==> src/rtl/memory_interface_pkg.sv <==
// Shared types and constants for the memory front end.
// Optional console port is enabled by defining MEMORY_INTERFACE_CONSOLE_EN.
package memory_interface_pkg;

    // Front-end control states
    typedef enum logic [2:0] {
        StIdle,
        StIssue,
        StReadWait,
        StRespond,
        StConsole
    } state_e;

    // Request command encoding from the core
    localparam logic MEMORY_COMMAND_READ  = 1'b0;
    localparam logic MEMORY_COMMAND_WRITE = 1'b1;

    // Decoded destination of a request
    typedef enum logic [1:0] {
        TargetSram,
        TargetConsole,
        TargetFault
    } target_e;

endpackage

==> src/rtl/memory_address_decoder.sv <==
// Combinational byte address -> target decode.
// Console decode exists only when MEMORY_INTERFACE_CONSOLE_EN is defined.
module memory_address_decoder
    import memory_interface_pkg::*;
#(
    parameter int unsigned MEMORY_WORDS    = 4096,
    parameter logic [31:0] CONSOLE_ADDRESS = 32'h1000_0000
) (
    input  logic [31:0] address,
    output target_e     target
);

    // One past the last SRAM byte; 33 bits so a full 4 GiB SRAM cannot wrap
    localparam logic [32:0] SramLimit = 33'(MEMORY_WORDS) << 2;

    // Priority decode: SRAM window, then console register, else fault
    always_comb begin
        target = TargetFault;
        if ({1'b0, address} < SramLimit) begin
            target = TargetSram;
        end
`ifdef MEMORY_INTERFACE_CONSOLE_EN
        else if (address[31:2] == CONSOLE_ADDRESS[31:2]) begin
            target = TargetConsole;
        end
`endif
    end

endmodule

==> src/rtl/memory_interface.sv <==
// Single-request memory front end: core handshake -> synchronous SRAM with
// configurable read latency, sticky out-of-range fault, optional console byte
// port (enabled by defining MEMORY_INTERFACE_CONSOLE_EN).
module memory_interface
    import memory_interface_pkg::*;
#(
    parameter int unsigned MEMORY_WORDS    = 4096,
    parameter int unsigned READ_LATENCY    = 1,
    parameter logic [31:0] CONSOLE_ADDRESS = 32'h1000_0000,
    localparam int unsigned AW             = $clog2(MEMORY_WORDS)
) (
    input  logic          clk,
    input  logic          reset,
    // Core side
    input  logic          memory_enable,
    input  logic          memory_command,
    input  logic [31:0]   read_memory_address,
    input  logic [31:0]   write_memory_address,
    input  logic [31:0]   write_memory_data,
    input  logic [31:0]   write_memory_mask,
    output logic          memory_ready,
    output logic          memory_valid,
    output logic [31:0]   read_memory_data,
    // SRAM side
    output logic          sram_enable,
    output logic          sram_write_enable,
    output logic [AW-1:0] sram_address,
    output logic [31:0]   sram_write_data,
    output logic [31:0]   sram_write_mask,
    input  logic [31:0]   sram_read_data,
    // Console side
    output logic          console_valid,
    output logic [7:0]    console_data,
    input  logic          console_ready,
    // Status
    output logic          access_fault
);

    localparam logic [2:0] LatencyInit = 3'(READ_LATENCY);

    state_e      state_q, state_d;
    logic [2:0]  counter_q, counter_d;
    logic [31:0] read_data_q, read_data_d;
    logic        fault_q, fault_d;

    logic        command_q;
    logic [31:0] address_q;
    logic [31:0] data_q;
    logic [31:0] mask_q;

    target_e     target;
    logic        accept;

    assign accept = memory_enable && memory_ready;

    memory_address_decoder #(
        .MEMORY_WORDS   (MEMORY_WORDS),
        .CONSOLE_ADDRESS(CONSOLE_ADDRESS)
    ) u_decoder (
        .address(address_q),
        .target (target)
    );

    // Request capture on acceptance; address picked by command
    always_ff @(posedge clk or negedge reset) begin
        if (!reset) begin
            command_q <= MEMORY_COMMAND_READ;
            address_q <= '0;
            data_q    <= '0;
            mask_q    <= '0;
        end else if (accept) begin
            command_q <= memory_command;
            address_q <= (memory_command == MEMORY_COMMAND_WRITE) ? write_memory_address
                                                                  : read_memory_address;
            data_q    <= write_memory_data;
            mask_q    <= write_memory_mask;
        end
    end

    // Control state, latency counter, response data and sticky fault
    always_ff @(posedge clk or negedge reset) begin
        if (!reset) begin
            state_q     <= StIdle;
            counter_q   <= '0;
            read_data_q <= '0;
            fault_q     <= 1'b0;
        end else begin
            state_q     <= state_d;
            counter_q   <= counter_d;
            read_data_q <= read_data_d;
            fault_q     <= fault_d;
        end
    end

    // Next-state logic
    always_comb begin
        state_d     = state_q;
        counter_d   = counter_q;
        read_data_d = read_data_q;
        fault_d     = fault_q;
        unique case (state_q)
            StIdle: begin
                if (accept) begin
                    state_d = StIssue;
                end
            end
            StIssue: begin
                if (target == TargetSram) begin
                    if (command_q == MEMORY_COMMAND_WRITE) begin
                        state_d = StIdle;
                    end else begin
                        counter_d = LatencyInit;
                        state_d   = StReadWait;
                    end
                end
`ifdef MEMORY_INTERFACE_CONSOLE_EN
                else if (target == TargetConsole) begin
                    if (command_q == MEMORY_COMMAND_WRITE) begin
                        state_d = StConsole;
                    end else begin
                        // Console status read reports whether a byte would be taken now
                        read_data_d = {31'b0, console_ready};
                        state_d     = StRespond;
                    end
                end
`endif
                else begin
                    fault_d = 1'b1;
                    if (command_q == MEMORY_COMMAND_WRITE) begin
                        state_d = StIdle;
                    end else begin
                        read_data_d = '0;
                        state_d     = StRespond;
                    end
                end
            end
            StReadWait: begin
                // Counter == 1 marks the cycle the SRAM presents the word
                if (counter_q <= 3'd1) begin
                    read_data_d = sram_read_data;
                    state_d     = StRespond;
                end else begin
                    counter_d = counter_q - 3'd1;
                end
            end
            StRespond: begin
                state_d = accept ? StIssue : StIdle;
            end
            StConsole: begin
`ifdef MEMORY_INTERFACE_CONSOLE_EN
                if (console_ready) begin
                    state_d = StIdle;
                end
`else
                state_d = StIdle;
`endif
            end
            default: begin
                state_d = StIdle;
            end
        endcase
    end

    // Output decode; ready is gated by reset so nothing is taken while held
    always_comb begin
        memory_ready      = reset && ((state_q == StIdle) || (state_q == StRespond));
        memory_valid      = (state_q == StRespond);
        sram_enable       = (state_q == StIssue) && (target == TargetSram);
        sram_write_enable = sram_enable && (command_q == MEMORY_COMMAND_WRITE);
    end

    assign read_memory_data = read_data_q;
    assign sram_address     = address_q[AW+1:2];
    assign sram_write_data  = data_q;
    assign sram_write_mask  = mask_q;
    assign access_fault     = fault_q;

`ifdef MEMORY_INTERFACE_CONSOLE_EN
    assign console_valid = (state_q == StConsole);
    assign console_data  = console_valid ? data_q[7:0] : 8'h00;
`else
    logic unused_console_ready;
    assign unused_console_ready = console_ready;
    assign console_valid        = 1'b0;
    assign console_data         = 8'h00;
`endif

endmodule

==> config.mk <==
export PLATFORM = sky130hd
export DESIGN_NAME = memory_interface
export DESIGN_NICKNAME = d
export VERILOG_FILES = /design/src/rtl/memory_interface_pkg.sv /design/src/rtl/memory_address_decoder.sv /design/src/rtl/memory_interface.sv
export SDC_FILE = /design/constraint.sdc
export NUM_CORES = 1
export LEC_CHECK = 0
export CAP_MARGIN = 10
export CORE_MARGIN = 1.5
export CORE_UTILIZATION = 40
export CTS_CLUSTER_DIAMETER = 50
export DETAILED_ROUTE_END_ITERATION = 10
export PLACE_DENSITY_LB_ADDON = 0.15
export RECOVER_POWER = 50
export SYNTH_ARGS = -nofsm -noshare
export SYNTH_HDL_FRONTEND = slang
export SYNTH_SLANG_ARGS = --single-unit
==> constraint.sdc <==
create_clock -name clk -period 2.25 [get_ports clk]
set_input_delay 0.45 -clock clk [delete_from_list [all_inputs] [get_ports clk]]
set_output_delay 0.45 -clock clk [all_outputs]
set_load 0.01 [all_outputs]
==> flow_metrics.tcl, run 1 <==
set metrics [dict create \
    status "finished, violations left" \
    violations "capacitance limit, slew limit, setup timing" \
    antenna_found_initial 0 \
    finalClockSkew_ns 0.00728 \
    reg2reg_depth 6 \
    cap_viol_max_count 1 \
    hold_viol 0 \
    swShare_pct 31.6 \
    slowest_stage "dfrtp_1" \
    crit_chain "nor4_2 > nand2_1 > buf_4 > or2_4 > nor2_4 > buf_6" \
    cp-end-kind "output pin" \
    netlist.top_cell.by_area "dfrtp_1" \
    synthArstFlopShare_pct 100 \
    critPathBufInv 2 \
    irDropWorstVdd_mv 0.794 \
    hold_depth 1 \
    p_sw_mw 3.91 \
    final_nets 891 \
    grt-ovfl-total 0 \
    postRouteAntennaNets 0 \
    via_per_inst 4.96 \
    path_clk_slew_ns 0.06 \
    avgSynthCellArea_sq_um 12.6 \
    combPwrFrac_pct 42.4 \
    seqPwrFrac_pct 33.9 \
    drc_errors 0 \
    rsz0062_at_grt "yes" \
    row_count 43 \
    die_area_sq_um 15000 \
    synth_top_area_share_pct 58.2 \
    cts_tree "done" \
    syn_inst 453 \
    wire_per_inst_um 16.7 \
    cp.required_ns 1.80 \
    drt_iter0_markers 137 \
    clkSinkCount 133 \
    slew_headroom_pct -19.8 \
    die_h_um 123 \
    place_ws_ns -0.0458 \
    gp_congestion 0.739 \
    start_util_pct 41.0 \
    cts_root_buf "clkbuf_16" \
    drive_gt1_share_pct 17.7 \
    die_w_um 123 \
    yosysWarnings 0 \
    cp_max_fo 2 \
    fin_crit_sh_pct 103 \
    p_per_area_nw_per_um2 1340 \
    r2r_setup_slack_ns 0.12 \
    synth_top_flop_cell "dfrtp_1" \
    utilization_pct 66.2 \
    grt.total_usage_pct 21.1 \
    dr.pass1.iters 5 \
    hp-class "register to register" \
    critical_path_class "register to output pin" \
    antenna_cells 0 \
    whs_ns 0.469 \
    cts_buffer_depth 2 \
    final_area_sq_um 9230 \
    hpwl_mm 11.0 \
    numCtsBuffers 17 \
    cp_slowest_stage_delay_ns 0.39 \
    dp.cells 878 \
    insertion_delay_ns 0.42 \
    cp-start-kind "register" \
    wirelength_mm 15.3 \
    clock.fmax_ghz 0.433 \
    synth.distinct_cells 34 \
    n_fill_cell 1032 \
    core_sq_um 13900 \
    synth_edf_count 0 \
    drv_slew 134 \
    portBuffers 272 \
    worstMarginPinSlew_ns 1.80 \
    via_count 4538 \
    p_leak_nw 3.99 \
    synth_area_leaders "dfrtp_1, mux2_2, mux2i_1" \
    clkPwrFrac_pct 23.7 \
    dpl_cell_area_sq_um 8550 \
    crit_family "simple AND/OR/NAND/NOR gates" \
    seq_area_frac_synth_pct 58.2 \
    tns_ns -0.0589 \
    fin_total_pwr_mw 12.4 \
    htree_levels 4 \
    internal_power_mw 8.47 \
    instances_no_fill 914 \
    cp.arrival_ns 1.86 \
    grt_pass1_wl_mm 23.9 \
    period_needed_ns 2.31 \
    cp_num_cells 6 \
    setup_violations 1 \
    synth-seq-cells 133 \
    num_io_pins 287 \
    syn_to_final_growth_pct 61.4 \
    syn_area_sq_um 5720 \
    timing.final.ws_setup_ns -0.0589 \
    grt_pass1_vias 4797 \
    grt_max_degree 134 \
]
## sequential cells by signal, indices dropped and copies added (netlist names)
name / count
address_q: 30
sram_write_data: 32
sram_write_mask: 32
command_q: 1
read_memory_data: 32
counter_q: 3
access_fault: 1
state_q: 2
## layout make-up
type                       count  area, sq um  area share, %
clock buffer                  25          526           5.69
clock inverter                 7          115           1.25
inverter                       5         18.8          0.203
multi-input combinational    272         2120           23.0
sequential                   133         3330           36.1
tap                          180          225           2.44
timing repair buffer         292         2890           31.3
## cell usage after synthesis, drive strengths merged (2+ instances only)
cell and n:
clkbuf 14, ha 5, nand3 33, nor2 9, a21oi 2, o2bb2ai 33
and3 2, buf 37, nor4 4, mux2 65, mux2i 30, o21ai 32
a211oi 2, nand2 32, inv 5, nor2b 3, dfrtp 133
## power groups by stage
stage	Sequential [mW]	Clock (mW)	Combinational (mW)
finish	4.20	2.94	5.24
global route	4.36	3.11	5.69
CTS	4.23	3.00	5.48
detailed placement	4.22	0	5.40
global placement	4.14	0	5.30
floorplan	4.55	0	2.25
## path summary, 6_finish.rpt
path / start / end
max in group asynchronous: reset / sram_write_mask[17]$_DFFE_PN0P_
min in group asynchronous: reset / address_q[12]$_DFFE_PN0P_
worst max-delay path: address_q[15]$_DFFE_PN0P_ / sram_enable
worst min register to register: access_fault$_DFFE_PN0P_ / access_fault$_DFFE_PN0P_
worst max register to register: state_q[0]$_DFFE_PN0P_ / address_q[19]$_DFFE_PN0P_
worst min-delay path: access_fault$_DFFE_PN0P_ / access_fault$_DFFE_PN0P_
## worst reg2reg max path, cell delays in order (launching register included)
cell	delay, ns
dfrtp_1	0.39
inv_1	0.08
ha_1	0.30
nor2b_1	0.24
nand2_2	0.37
buf_4	0.39
o21ai_0	0.26
## routing by layer
layer / track usage (%) / vias to the layer above / share of wire (%)
met5: 0 / - / 0
met4: 8.50 / 0 / 1.8
met3: 11.1 / 20 / 12
met2: 35.6 / 201 / 51
met1: 22.3 / 2192 / 36
li1: - / 2125 / -
## cells by family (layout without fill, tap and decap cells)
| kind of cell | after synthesis | count (layout) | share of synthesized area [%] |
|---|---|---|---|
| other cells | 1 | 9 | 0.0656 |
| simple gates | 86 | 86 | 7.03 |
| buf+inv | 56 | 329 | 5.87 |
| flops | 133 | 133 | 58.2 |
| fa+ha+maj | 5 | 5 | 1.09 |
| mux | 95 | 95 | 18.1 |
| compound gates | 77 | 77 | 9.67 |
## what timing repair did
action / in CTS / in global routing
endpoints found under the setup margin: 3 / 3
buffers inserted: 4 / 0
pin swaps: 3 / 1
endpoints found under the hold margin: 0 / 0
hold buffers: 0 / 0
gates resized for setup: 19 / 2
## cells in the final DEF, fill, tap and decap left out, drive strengths merged, types with 2 or more instances in the layout
cell / n
clkdlybuf4s50: 227
dfrtp: 133
mux2: 65
dlygate4sd3: 40
nand3: 33
o2bb2ai: 33
nand2: 32
o21ai: 32
mux2i: 30
clkbuf: 27
buf: 22
conb: 9
nor2: 9
ha: 5
inv: 5
nor4: 4
nor2b: 3
bufinv: 3
and3: 2
a21oi: 2
a211oi: 2
clkinvlp: 2
clkinv: 2
Power figures use the tool's default switching activity.
==> run 2: changes to the inputs <==
CORE_UTILIZATION = 41   (was 40)
SYNTH_HIERARCHICAL = 1   (was default)
==> flow_metrics.tcl, run 2 <==
set metrics [dict create \
    dr.pass1.iters 4 \
    layout_commonest_cell "clkdlybuf4s50_1" \
    die_w_um 123 \
    rsz0062_at_grt "yes" \
    start_util_pct 42.2 \
    yosysWarnings 6 \
    p_leak_nw 4.45 \
    cp_slowest_stage_delay_ns 0.53 \
    cp.required_ns 1.80 \
    avgSynthCellArea_sq_um 9.32 \
    slew_headroom_pct -18.1 \
    final_cell_mix "clkdlybuf4s50_1, nand2_1, dfrtp_1" \
    period_needed_ns 2.67 \
    crit_chain "or4_1 > or4_4 > nor2_4 > and3_4 > buf_6" \
    reg2reg_depth 9 \
    final_nets 1071 \
    worstMarginPinSlew_ns 1.77 \
    core_sq_um 14000 \
    drive_gt1_share_pct 11.9 \
    drv_slew 134 \
    cp-start-kind "register" \
    finalClockSkew_ns 0.00472 \
    status "finished, violations left" \
    regArea_sq_um 3330 \
    cts_buffer_depth 2 \
    cp-end-kind "output pin" \
    syn_inst 633 \
    critPathBufInv 1 \
    timing.final.ws_setup_ns -0.418 \
    multiInputGateArea_sq_um 2270 \
    cts_tree "done" \
    hold_viol 0 \
    grt_pass1_vias 5207 \
    rr_endpoint "read_memory_data[26]$_DFFE_PN0P_" \
    crit_family "simple AND/OR/NAND/NOR gates" \
    clkSinkCount 133 \
    cp_max_fo 3 \
    numCtsBuffers 17 \
    grt_pass1_wl_mm 25.2 \
    grt-ovfl-total 0 \
    violations "capacitance limit, slew limit, setup timing" \
    setup_violations 37 \
    portBuffers 272 \
    fin_crit_sh_pct 119 \
    clock.fmax_ghz 0.375 \
    via_count 5373 \
    drt_iter0_markers 267 \
    syn_to_final_growth_pct 62.3 \
    postRouteAntennaNets 0 \
    instances_no_fill 1094 \
    drc_errors 0 \
    cp.arrival_ns 2.22 \
    critical_path_class "register to output pin" \
    hold_start "sram_write_data[11]$_DFFE_PN0P_" \
    n_fill_cell 1060 \
    hp-class "register to register" \
    grt_max_degree 134 \
    via_per_inst 4.91 \
    gp_congestion 0.757 \
    p_per_area_nw_per_um2 1390 \
    die_h_um 123 \
    hold_buffers 0 \
    htree_levels 4 \
    antenna_cells 0 \
    cap_viol_max_count 1 \
    num_io_pins 287 \
    r2r_setup_slack_ns -0.31 \
    path_clk_slew_ns 0.05 \
    irDropWorstVdd_mv 0.650 \
    row_count 43 \
    min_to "sram_write_data[11]$_DFFE_PN0P_" \
    cts_root_buf "clkbuf_16" \
    insertion_delay_ns 0.41 \
    whs_ns 0.463 \
    die_area_sq_um 15100 \
    grt.total_usage_pct 21.7 \
    hpwl_mm 11.7 \
    rr_startpoint "address_q[25]$_DFFE_PN0P_" \
    slowest_stage "or4_1" \
    dp.cells 1049 \
    hold_depth 2 \
    wire_per_inst_um 15.4 \
    syn_area_sq_um 5900 \
    antenna_found_initial 0 \
    wirelength_mm 16.9 \
]
==> run 2: cell type report <==
cell class	count	share of cell area (%)
multi-input combinational	442	23.7
inverter	5	0.196
clock buffer	23	5.09
timing repair buffer	302	32.6
clock inverter	9	1.29
sequential	133	34.7
tap	180	2.35
==> run 2: how the worst max path moves through the flow <==
stage,startpoint,to,slack [ns],cells past startpoint
2_1_floorplan,address_q[26]$_DFFE_PN0P_,read_memory_data[10]$_DFFE_PN0P_,0.02,7
6_report,address_q[25]$_DFFE_PN0P_,sram_write_enable,-0.42,5
3_5_place_dp,address_q[18]$_DFFE_PN0P_,sram_write_enable,-0.50,6
5_1_grt,address_q[15]$_DFFE_PN0P_,sram_write_enable,-0.50,6
3_3_place_gp,address_q[18]$_DFFE_PN0P_,sram_write_enable,-0.47,6
4_1_cts,address_q[23]$_DFFE_PN0P_,sram_write_enable,-0.47,5
==> run 2: worst register-to-register path, stage by stage (launching register included) <==
cell       delay (ns)
dfrtp_1          0.37
or4_1            0.53
or4_4            0.47
buf_4            0.16
or2_4            0.24
a21oi_4          0.16
or2_4            0.21
buf_12           0.12
clkbuf_16        0.13
o21ai_2          0.06
==> run 2: power by group <==
part / internal (mW) / total (mW) / switching (mW)
clock: 1.85 / 2.85 / 0.994
combinational: 3.35 / 6.34 / 2.98
sequential: 3.53 / 4.15 / 0.618
==> run 2: what timing repair did <==
| action | CTS | global route |
|---|---|---|
| buffers inserted | 3 | 7 |
| cloned | 2 | 4 |
| resized for setup | 28 | 13 |
| pin swaps | 6 | 7 |
| endpoints found under the setup margin | 39 | 40 |
==> run 2: through the flow <==
step / util, % / setup WS (ns) / power (mW) / instance area, sq um / setup TNS [ns]
6_report: 68.5 / -0.418 / 13.3 / 9580 / -10.08
3_5_place_dp: 62.3 / -0.504 / 9.85 / 8720 / -9.06
5_1_grt: 68.5 / -0.502 / 14.2 / 9580 / -12.59
3_3_place_gp: 62.3 / -0.472 / 9.62 / 8720 / -6.89
2_1_floorplan: - / 0.0203 / 7.04 / 5950 / 0
4_1_cts: 67.7 / -0.474 / 13.2 / 9470 / -11.78
==> run 2: layer usage <==
metal	part of all wire [%]	vias up	wire length [um]	GRT usage (%)
li1	-	2561	-	-
met1	39	2574	6580	25.8
met2	52	215	8760	37.7
met3	7.3	23	1230	5.67
met4	1.9	0	314	8.07
met5	0	-	0	0
